`config.mk`:
```
export PLATFORM = sky130hd
export DESIGN_NAME = gtfwizard_0_example_gtwiz_drp_arbiter
export DESIGN_NICKNAME = d
export VERILOG_FILES = /design/src/rtl/gtfwizard_0_example_gtwiz_drp_arbiter.sv
export SDC_FILE = /design/constraint.sdc
export NUM_CORES = 1
export LEC_CHECK = 0
export BUFFER_PORTS_ARGS = -buffer_cell sky130_fd_sc_hd__buf_2
export CORE_UTILIZATION = 47
export DETAILED_ROUTE_END_ITERATION = 8
export GPL_ROUTABILITY_DRIVEN = 0
export PLACE_DENSITY = 0.76
export SETUP_SLACK_MARGIN = 0.02
export SLEW_MARGIN = 0
export SYNTH_ARGS = -nofsm -noshare
export SYNTH_HDL_FRONTEND = slang
export SYNTH_SLANG_ARGS = --single-unit
```
`constraint.sdc`:
```
create_clock -name freerun_clk_in -period 2.08 [get_ports freerun_clk_in]
set_input_delay 0.416 -clock freerun_clk_in [delete_from_list [all_inputs] [get_ports freerun_clk_in]]
set_output_delay 0.416 -clock freerun_clk_in [all_outputs]
set_load 0.05 [all_outputs]
```
`src/rtl/gtfwizard_0_example_gtwiz_drp_arbiter.sv`:
```
// Two-master DRP arbiter in front of the GTF channel DRP port. Port 0 (align switch) has
// priority and can lock out port 1; a missing gt_drprdy_in is recovered by a timeout.
module gtfwizard_0_example_gtwiz_drp_arbiter #(
   parameter int unsigned TIMEOUT_CYCLES = 1024,
   parameter int unsigned FLUSH_CYCLES   = 16,
   parameter logic [15:0] TIMEOUT_DO     = 16'hFFFF
) (
   input  logic        freerun_clk_in,
   input  logic        freerun_rst_n_in,
   input  logic        s0_drpen_in,
   input  logic        s0_drpwe_in,
   input  logic [9:0]  s0_drpaddr_in,
   input  logic [15:0] s0_drpdi_in,
   input  logic        s0_lock_in,
   output logic        s0_drprdy_out,
   output logic [15:0] s0_drpdo_out,
   input  logic        s1_drpen_in,
   input  logic        s1_drpwe_in,
   input  logic [9:0]  s1_drpaddr_in,
   input  logic [15:0] s1_drpdi_in,
   output logic        s1_drprdy_out,
   output logic [15:0] s1_drpdo_out,
   output logic        gt_drpen_out,
   output logic        gt_drpwe_out,
   output logic [9:0]  gt_drpaddr_out,
   output logic [15:0] gt_drpdi_out,
   input  logic        gt_drprdy_in,
   input  logic [15:0] gt_drpdo_in,
   output logic        busy_out,
   output logic        timeout_out,
   output logic        proto_err_out
);
   localparam int unsigned CNT_MAX = (TIMEOUT_CYCLES > FLUSH_CYCLES) ? TIMEOUT_CYCLES : FLUSH_CYCLES;
   localparam int unsigned CNT_W   = $clog2(CNT_MAX) + 1;
   localparam logic [CNT_W-1:0] TMO_LAST   = CNT_W'(TIMEOUT_CYCLES - 1);
   localparam logic [CNT_W-1:0] FLUSH_LAST = CNT_W'(FLUSH_CYCLES - 1);

   typedef enum logic [1:0] {
      ST_IDLE  = 2'd0,
      ST_WAIT  = 2'd1,
      ST_FLUSH = 2'd2
   } state_t;

   state_t           state_r, state_nxt_s;
   logic             pend0_r, pend1_r, pend0_nxt_s, pend1_nxt_s;
   logic             cap0_we_r, cap1_we_r;
   logic [9:0]       cap0_addr_r, cap1_addr_r;
   logic [15:0]      cap0_di_r, cap1_di_r;
   logic             gnt1_r, gnt1_nxt_s;
   logic [CNT_W-1:0] cnt_r, cnt_nxt_s;
   logic             grant0_s, grant1_s, done_s, tmo_s, flush_end_s;
   logic             gt_en_nxt_s, gt_we_nxt_s;
   logic [9:0]       gt_addr_nxt_s;
   logic [15:0]      gt_di_nxt_s;
   logic             rsp0_s, rsp1_s, busy_nxt_s;
   logic [15:0]      rsp_do_s;
   logic             gt_en_r, gt_we_r, s0_rdy_r, s1_rdy_r, busy_r, timeout_r, proto_err_r;
   logic [9:0]       gt_addr_r;
   logic [15:0]      gt_di_r, s0_do_r, s1_do_r;

   // State register.
   always_ff @(posedge freerun_clk_in or negedge freerun_rst_n_in) begin
      if (!freerun_rst_n_in) begin
         state_r <= ST_IDLE;
      end else begin
         state_r <= state_nxt_s;
      end
   end

   // Grant, completion, timeout and flush-end decode for the current cycle.
   always_comb begin
      grant0_s    = 1'b0;
      grant1_s    = 1'b0;
      done_s      = 1'b0;
      tmo_s       = 1'b0;
      flush_end_s = 1'b0;
      case (state_r)
         ST_IDLE: begin
            grant0_s = pend0_r;
            grant1_s = !pend0_r && pend1_r && !s0_lock_in;
         end
         ST_WAIT: begin
            // A ready arriving on the last counted cycle still wins over the timeout.
            done_s = gt_drprdy_in;
            tmo_s  = !gt_drprdy_in && (cnt_r == TMO_LAST);
         end
         ST_FLUSH: begin
            flush_end_s = (cnt_r == FLUSH_LAST);
         end
         default: begin
            grant0_s = 1'b0;
         end
      endcase
   end

   // Next-state logic.
   always_comb begin
      state_nxt_s = state_r;
      case (state_r)
         ST_IDLE: begin
            if (grant0_s || grant1_s) state_nxt_s = ST_WAIT;
            else                      state_nxt_s = ST_IDLE;
         end
         ST_WAIT: begin
            if (done_s)     state_nxt_s = ST_IDLE;
            else if (tmo_s) state_nxt_s = ST_FLUSH;
            else            state_nxt_s = ST_WAIT;
         end
         ST_FLUSH: begin
            if (flush_end_s) state_nxt_s = ST_IDLE;
            else             state_nxt_s = ST_FLUSH;
         end
         default: begin
            state_nxt_s = ST_IDLE;
         end
      endcase
   end

   // Output and datapath next values; every output is registered from these.
   always_comb begin
      gt_en_nxt_s = grant0_s || grant1_s;
      if (grant0_s) begin
         gt_we_nxt_s   = cap0_we_r;
         gt_addr_nxt_s = cap0_addr_r;
         gt_di_nxt_s   = cap0_di_r;
      end else if (grant1_s) begin
         gt_we_nxt_s   = cap1_we_r;
         gt_addr_nxt_s = cap1_addr_r;
         gt_di_nxt_s   = cap1_di_r;
      end else begin
         gt_we_nxt_s   = 1'b0;
         gt_addr_nxt_s = 10'h000;
         gt_di_nxt_s   = 16'h0000;
      end

      if (gt_en_nxt_s || tmo_s || (state_r == ST_IDLE)) cnt_nxt_s = {CNT_W{1'b0}};
      else                                              cnt_nxt_s = cnt_r + CNT_W'(1);

      if (done_s) rsp_do_s = gt_drpdo_in;
      else        rsp_do_s = TIMEOUT_DO;
      rsp0_s = (done_s || tmo_s) && !gnt1_r;
      rsp1_s = (done_s || tmo_s) && gnt1_r;

      if (grant1_s)      gnt1_nxt_s = 1'b1;
      else if (grant0_s) gnt1_nxt_s = 1'b0;
      else               gnt1_nxt_s = gnt1_r;

      // A pending port cannot capture, so clear and set never coincide.
      if (pend0_r) pend0_nxt_s = !rsp0_s;
      else         pend0_nxt_s = s0_drpen_in;
      if (pend1_r) pend1_nxt_s = !rsp1_s;
      else         pend1_nxt_s = s1_drpen_in;

      busy_nxt_s = pend0_nxt_s || pend1_nxt_s || (state_nxt_s != ST_IDLE);
   end

   // Datapath and output registers.
   always_ff @(posedge freerun_clk_in or negedge freerun_rst_n_in) begin
      if (!freerun_rst_n_in) begin
         pend0_r     <= 1'b0;
         pend1_r     <= 1'b0;
         cap0_we_r   <= 1'b0;
         cap0_addr_r <= 10'h000;
         cap0_di_r   <= 16'h0000;
         cap1_we_r   <= 1'b0;
         cap1_addr_r <= 10'h000;
         cap1_di_r   <= 16'h0000;
         gnt1_r      <= 1'b0;
         cnt_r       <= {CNT_W{1'b0}};
         gt_en_r     <= 1'b0;
         gt_we_r     <= 1'b0;
         gt_addr_r   <= 10'h000;
         gt_di_r     <= 16'h0000;
         s0_rdy_r    <= 1'b0;
         s1_rdy_r    <= 1'b0;
         s0_do_r     <= 16'h0000;
         s1_do_r     <= 16'h0000;
         busy_r      <= 1'b0;
         timeout_r   <= 1'b0;
         proto_err_r <= 1'b0;
      end else begin
         pend0_r <= pend0_nxt_s;
         pend1_r <= pend1_nxt_s;
         if (s0_drpen_in && !pend0_r) begin
            cap0_we_r   <= s0_drpwe_in;
            cap0_addr_r <= s0_drpaddr_in;
            cap0_di_r   <= s0_drpdi_in;
         end
         if (s1_drpen_in && !pend1_r) begin
            cap1_we_r   <= s1_drpwe_in;
            cap1_addr_r <= s1_drpaddr_in;
            cap1_di_r   <= s1_drpdi_in;
         end
         gnt1_r    <= gnt1_nxt_s;
         cnt_r     <= cnt_nxt_s;
         gt_en_r   <= gt_en_nxt_s;
         gt_we_r   <= gt_we_nxt_s;
         gt_addr_r <= gt_addr_nxt_s;
         gt_di_r   <= gt_di_nxt_s;
         s0_rdy_r  <= rsp0_s;
         s1_rdy_r  <= rsp1_s;
         if (rsp0_s) s0_do_r <= rsp_do_s;
         if (rsp1_s) s1_do_r <= rsp_do_s;
         busy_r      <= busy_nxt_s;
         timeout_r   <= timeout_r || tmo_s;
         proto_err_r <= proto_err_r || (s0_drpen_in && pend0_r) || (s1_drpen_in && pend1_r);
      end
   end

   assign gt_drpen_out   = gt_en_r;
   assign gt_drpwe_out   = gt_we_r;
   assign gt_drpaddr_out = gt_addr_r;
   assign gt_drpdi_out   = gt_di_r;
   assign s0_drprdy_out  = s0_rdy_r;
   assign s0_drpdo_out   = s0_do_r;
   assign s1_drprdy_out  = s1_rdy_r;
   assign s1_drpdo_out   = s1_do_r;
   assign busy_out       = busy_r;
   assign timeout_out    = timeout_r;
   assign proto_err_out  = proto_err_r;

endmodule

```
## Yosys cells after proc, flatten, opt, wreduce, memory -nomap -nowiden

Index checks and enable logic that the tools add are counted.

- Flip-flop bits (word level): 135
- Bits in latches: 0
- RAM bits: 0
- ROM bits: 0
- Bits of input ports: 76
- Output and inout port bits: 65
- Logic and storage cells: 77
- Memories kept: 0

- $add $sub $neg: 1
- Multipliers: 0
- Div/mod/pow operators: 0
- Order comparisons: 0
- Equality and inequality tests: 4
- Shift operators: 0
- Mux-type cells: 22
- Bitwise logic cells: 0
- Reductions and logical operators: 28

Operators by type and width:

| cell | number |
|---|---|
| two-way mux 16 bit | 3 |
| two-way mux 10 bit | 2 |
| two-way mux 1 bit | 12 |
| adder 11 x 1 -> 11 bit, second input constant | 1 |
| equality test 11 x 10 -> 1 bit, second input constant | 1 |
| equality test 11 x 4 -> 1 bit, second input constant | 1 |
| two-way mux 11 bit | 1 |
| logical AND 1 bit | 9 |
| logical OR 1 bit | 9 |
| zero test 1 bit | 7 |
| two-way mux 2 bit | 3 |
| case mux 2 bit (3 select lines) | 1 |
| nonzero test 2 bit | 2 |
| equality test 2 x 1 -> 1 bit, second input constant | 1 |
| equality test 2 bit, second input constant | 1 |
| zero test 2 bit | 1 |

## Depth between registers and ports, before layout

- Depth in word-level cells: 9
- Depth in mapped cells: 7
- Mapped depth without buffers: 5

## Least setup slack after synthesis

OpenSTA, ideal clock, no wires.

- Kind: flip-flop to flip-flop
- Start point: register state_r[1]
- End point: register s1_do_r[15], in the netlist s1_drpdo_out[15]
- Setup time: 0.073 ns
- Arrival: 2.062 ns
- Data required time: 2.007 ns
- Path slack: -0.055 ns
- Stages on the path, launching flop included: 7
- Path buffers: 2
- Period minus slack after synthesis: 2.135 ns
- Cell sequence: dfrtp_1 -> or4b_1 -> or4_1 -> buf_4 -> a21boi_4 -> buf_6 -> a2bb2oi_2

- Word-level cells in the longest chain between the ends: 4
- Elaborated cells between the ends (all ways): 6
- Those cells by class: eq/ne: 1; mux: 3; reduce/logical: 2

RTL lines:

| item | line | source |
|---|---|---|
| start, declared | 44 | `state_t state_r, state_nxt_s;` |
| start signal, assigned | 66 | `state_r <= state_nxt_s;` |
| equality test 2 x 1 -> 1 bit (*) | 77 | `case (state_r)` |
| two-way mux 1 bit | 77 |  |
| logical OR 1 bit (*) | 142 | `rsp1_s = (done_s \|\| tmo_s) && gnt1_r;` |
| logical AND 1 bit (*) | 142 |  |
| net rsp1_s | 55 | `logic rsp0_s, rsp1_s, busy_nxt_s;` |
| end signal, assigned | 203 | `if (rsp1_s) s1_do_r <= rsp_do_s;` |
| end, declared | 59 | `logic [15:0] gt_di_r, s0_do_r, s1_do_r;` |

The timed path passes the listed nets; every way through them passes the cells marked *.
A chain may end at the register's enable or synchronous reset.

## Worst setup path in the final report

- Start point: register state_r[1]
- End point: register s1_do_r[2], in the netlist s1_drpdo_out[2]

- Word-level cells in the longest chain between the ends: 4
- Elaborated cells between the ends (all ways): 6
- Those cells by class: eq/ne: 1; mux: 3; reduce/logical: 2

RTL lines:

| item | line |
|---|---|
| equality test 2 x 1 -> 1 bit (*) | 77 |
| two-way mux 1 bit | 77 |
| logical OR 1 bit | 142 |
| logical AND 1 bit | 142 |

Mark *: on every way between the ends. The rest lies on a longest branch, timed or not.

==> impl_metrics.env <==
export IMPL_status="finished, violations left"
export IMPL_violations="setup timing"
export IMPL_cts_buffers_inserted=17
export IMPL_ant_nets=0
export IMPL_mostFrequentLayoutCells="buf_2, dfrtp_1, mux2_2"
export IMPL_p_sw_mw=5.010
export IMPL_top_usage_layer="met2"
export IMPL_crit_path_max_incr_delay_ns=0.56
export IMPL_period_share=1.003
export IMPL_setup_viol=7
export IMPL_ys_warn_count=0
export IMPL_final_layout_size_suffix_gt1_frac=0.5000
export IMPL_crit_type="reg2reg"
export IMPL_dieHeight_um=105.8
export IMPL_final_area_mm2=0.006730
export IMPL_slew_violations=0
export IMPL_p_sw_frac=0.4040
export IMPL_grt_start_max_net_pins=69
export IMPL_vdd_drop_max_v=0.001061
export IMPL_use_met1=0.2572
export IMPL_wl_mm=10.94
export IMPL_cp_slowest_cell="or4b_4"
export IMPL_synth_adder_area_share=0.002472
export IMPL_slew_headroom=0.7145
export IMPL_syn_area_mm2=0.005062
export IMPL_core_area_mm2=0.01037
export IMPL_grt_overflow=0
export IMPL_worstSetupEndpointType="register"
export IMPL_path_cells="or4b_4 > or4_4 > buf_6 > a21boi_4 > buf_12 > o22a_1"
export IMPL_timing_final_ws_setup_ns=-0.005279
export IMPL_max_freq_mhz=479.6
export IMPL_drcViolationCount=0
export IMPL_num_nets_final=580
export IMPL_cp_top_family="simple AND/OR/NAND/NOR gates"
export IMPL_vias_per_cell=5.325
export IMPL_clock_root_buffer="clkbuf_8"
export IMPL_start_util=0.4882
export IMPL_clk_latency_ns=0.52
export IMPL_synthFlopType="dfrtp_1"
export IMPL_first_iter_violations=153
export IMPL_syn_inst=341
export IMPL_cts_buffer_depth=2
export IMPL_critPathBufInv=2
export IMPL_die_x_um=105.8
export IMPL_synthSimpleGateAreaFrac=0.04968
export IMPL_crit_path_start_kind="register"
export IMPL_cap_viol_max_count=0
export IMPL_grtUsageMet2=0.3394
export IMPL_synth_compound_area_frac=0.1223
export IMPL_fin_skew_ns=0.009872
export IMPL_cts_tree="built"
export IMPL_synth_xor_area_share=0.01557
export IMPL_final_common_cell="buf_2"
export IMPL_grt_pass1_wl_mm=18.11
export IMPL_vias=3472
export IMPL_clkTransAtPathRegs_ns=0.06
export IMPL_fp_dieArea_mm2=0.01119
export IMPL_synth_edf_count=0
export IMPL_antenna_found_initial=0
export IMPL_pwr_density_cell_mw_per_mm2=1843
export IMPL_grt_setup_unrepaired="yes"
export IMPL_ys_async_sr_fraction=1.000
export IMPL_crit_fanout=18
export IMPL_clkPwrFrac=0.241
export IMPL_synth_fp_nets=418
export IMPL_hpwlAfterDp_mm=7.275
export IMPL_placed_cell_area_mm2=0.006086
export IMPL_diodes=0
export IMPL_yosys_area_top_type_share=0.6673
export IMPL_p_seq_frac=0.356
export IMPL_synth_top_family_by_area="compound AO/OA/AOI/OAI gates"
export IMPL_grt_use_total=0.2123
export IMPL_pwr_share_comb=0.403
export IMPL_synthMuxAreaShare=0.1201
export IMPL_area_growth_pct=32.95
export IMPL_grt_pass1_vias=3734
export IMPL_htreeDepth=4
export IMPL_arrival_ns=2.54
export IMPL_worst_slew_pin_slew_ns=0.4243
export IMPL_syn_avg_cell_area_um2=14.85
export IMPL_ys_types=41
export IMPL_hold_viol_final=0
export IMPL_synth_seq_cells=135
export IMPL_grtUsageMet3=0.08163
export IMPL_synth_area_leader_cell="dfrtp_1"
export IMPL_io_pins=141
export IMPL_min_period_ns=2.085
export IMPL_cts_sinks=135
export IMPL_finish_utilization=0.6490
export IMPL_synth_top_cells_by_area="dfrtp_1, mux2_2, o22a_1"
export IMPL_yosysSeqAreaShare=0.6673
export IMPL_rows=37
export IMPL_crit_required_ns=2.53
export IMPL_leakage_nw=3.163
export IMPL_p_int_mw=7.392
export IMPL_wl_per_cell_um=16.78
export IMPL_firstDrtPassIters=4
export IMPL_portBuffers=140
export IMPL_hp_class="in2reg"
## cells by family after synthesis
| family | count (synthesis) |
|---|---|
| flip-flops | 135 |
| AO/OA/AOI/OAI | 70 |
| multiplexers | 54 |
| AND/OR/NAND/NOR | 47 |
| buffers and inverters | 25 |
| XOR/XNOR | 9 |
| adder cells (fa/ha/maj) | 1 |
## power by group through the flow
stage	Combinational, mW	Sequential (mW)	Clock (mW)
final	4.99	4.41	2.99
after global routing	5.28	4.56	3.18
after CTS	5.02	4.43	3.05
after detailed placement	5.00	4.46	0
after global placement	4.90	4.39	0
after floorplan	1.62	6.45	0
## metrics by stage
step	TNS [ns]	setup WS, ns	hold WS [ns]	std cells	power (mW)
after detailed placement	-2.423	-0.09550	0.4468	617	9.458
after global routing	-1.463	-0.06768	0.1032	652	13.01
final	-0.01567	-0.005279	0.1240	652	12.40
after floorplan	0	0.001265	0.1204	341	8.073
after global placement	-0.2968	-0.01837	0.4428	617	9.290
after CTS	0	0.01253	0.1001	650	12.50
## area by class of cell
class / count / area, um2
Multi-Input combinational cell: 181 / 1602
Tap cell: 136 / 170.2
Clock inverter: 13 / 168.9
Clock buffer: 19 / 431.7
Inverter: 5 / 18.77
Timing Repair Buffer: 163 / 960.9
Sequential cell: 135 / 3378
Fill cell: 783 / 3640
## flip-flops by register name, indices dropped and copies added, names as in the netlist, 10 cells and up
register,count
gt_drpaddr_out,10
cap1_di_r,16
s1_drpdo_out,16
cnt_r,11
gt_drpdi_out,16
cap0_di_r,16
s0_drpdo_out,16
cap1_addr_r,10
cap0_addr_r,10
## cell usage after synthesis, drive strengths merged, types with 2 or more instances
| cell | instances |
|---|---|
| nand2 | 5 |
| a21oi | 3 |
| nand4b | 2 |
| nand4 | 2 |
| nand2b | 2 |
| nor4 | 3 |
| clkbuf | 14 |
| dfrtp | 135 |
| mux2 | 54 |
| o21ai | 2 |
| o22a | 30 |
| a22o | 27 |
| nor2 | 15 |
| nor3 | 3 |
| xnor2 | 7 |
| nand3b | 2 |
| buf | 6 |
| nand3 | 4 |
| inv | 5 |
| xor2 | 2 |
| nor2b | 2 |
## per-layer routing
layer / routed length (um) / part of all wire
met5: 0 / 0
met4: 229 / 0.021
met3: 830 / 0.076
met2: 5304 / 0.48
met1: 4577 / 0.42
## path summary, 6_finish.rpt
check / from / end / slack (ns) / cells after the start
worst max-delay path: state_r[1]$_DFF_PN0_ / s1_drpdo_out[2]$_DFFE_PN0N_ / -0.005 / 6
worst min-delay path: s0_drpdi_in[15] / cap0_di_r[15]$_DFFE_PN0P_ / 0.12 / 2
worst max register to register: state_r[1]$_DFF_PN0_ / s1_drpdo_out[2]$_DFFE_PN0N_ / -0.005 / 6
worst min register to register: cap0_di_r[1]$_DFFE_PN0P_ / gt_drpdi_out[1]$_DFF_PN0_ / 0.48 / 1
max in group asynchronous: freerun_rst_n_in / cap1_di_r[0]$_DFFE_PN0P_ / 1.32 / 3
min in group asynchronous: freerun_rst_n_in / s1_drpdo_out[3]$_DFFE_PN0N_ / 0.46 / 3
## what timing repair did
| action | 4_1_cts | 5_1_grt |
|---|---|---|
| endpoints found under the hold margin | 135 | 0 |
| pin swaps | 0 | 0 |
| buffers inserted | 0 | 2 |
| hold buffers | 1 | 0 |
| setup endpoints to repair | 24 | 44 |
| gates resized for setup | 4 | 1 |
Power figures use the tool's default switching activity.
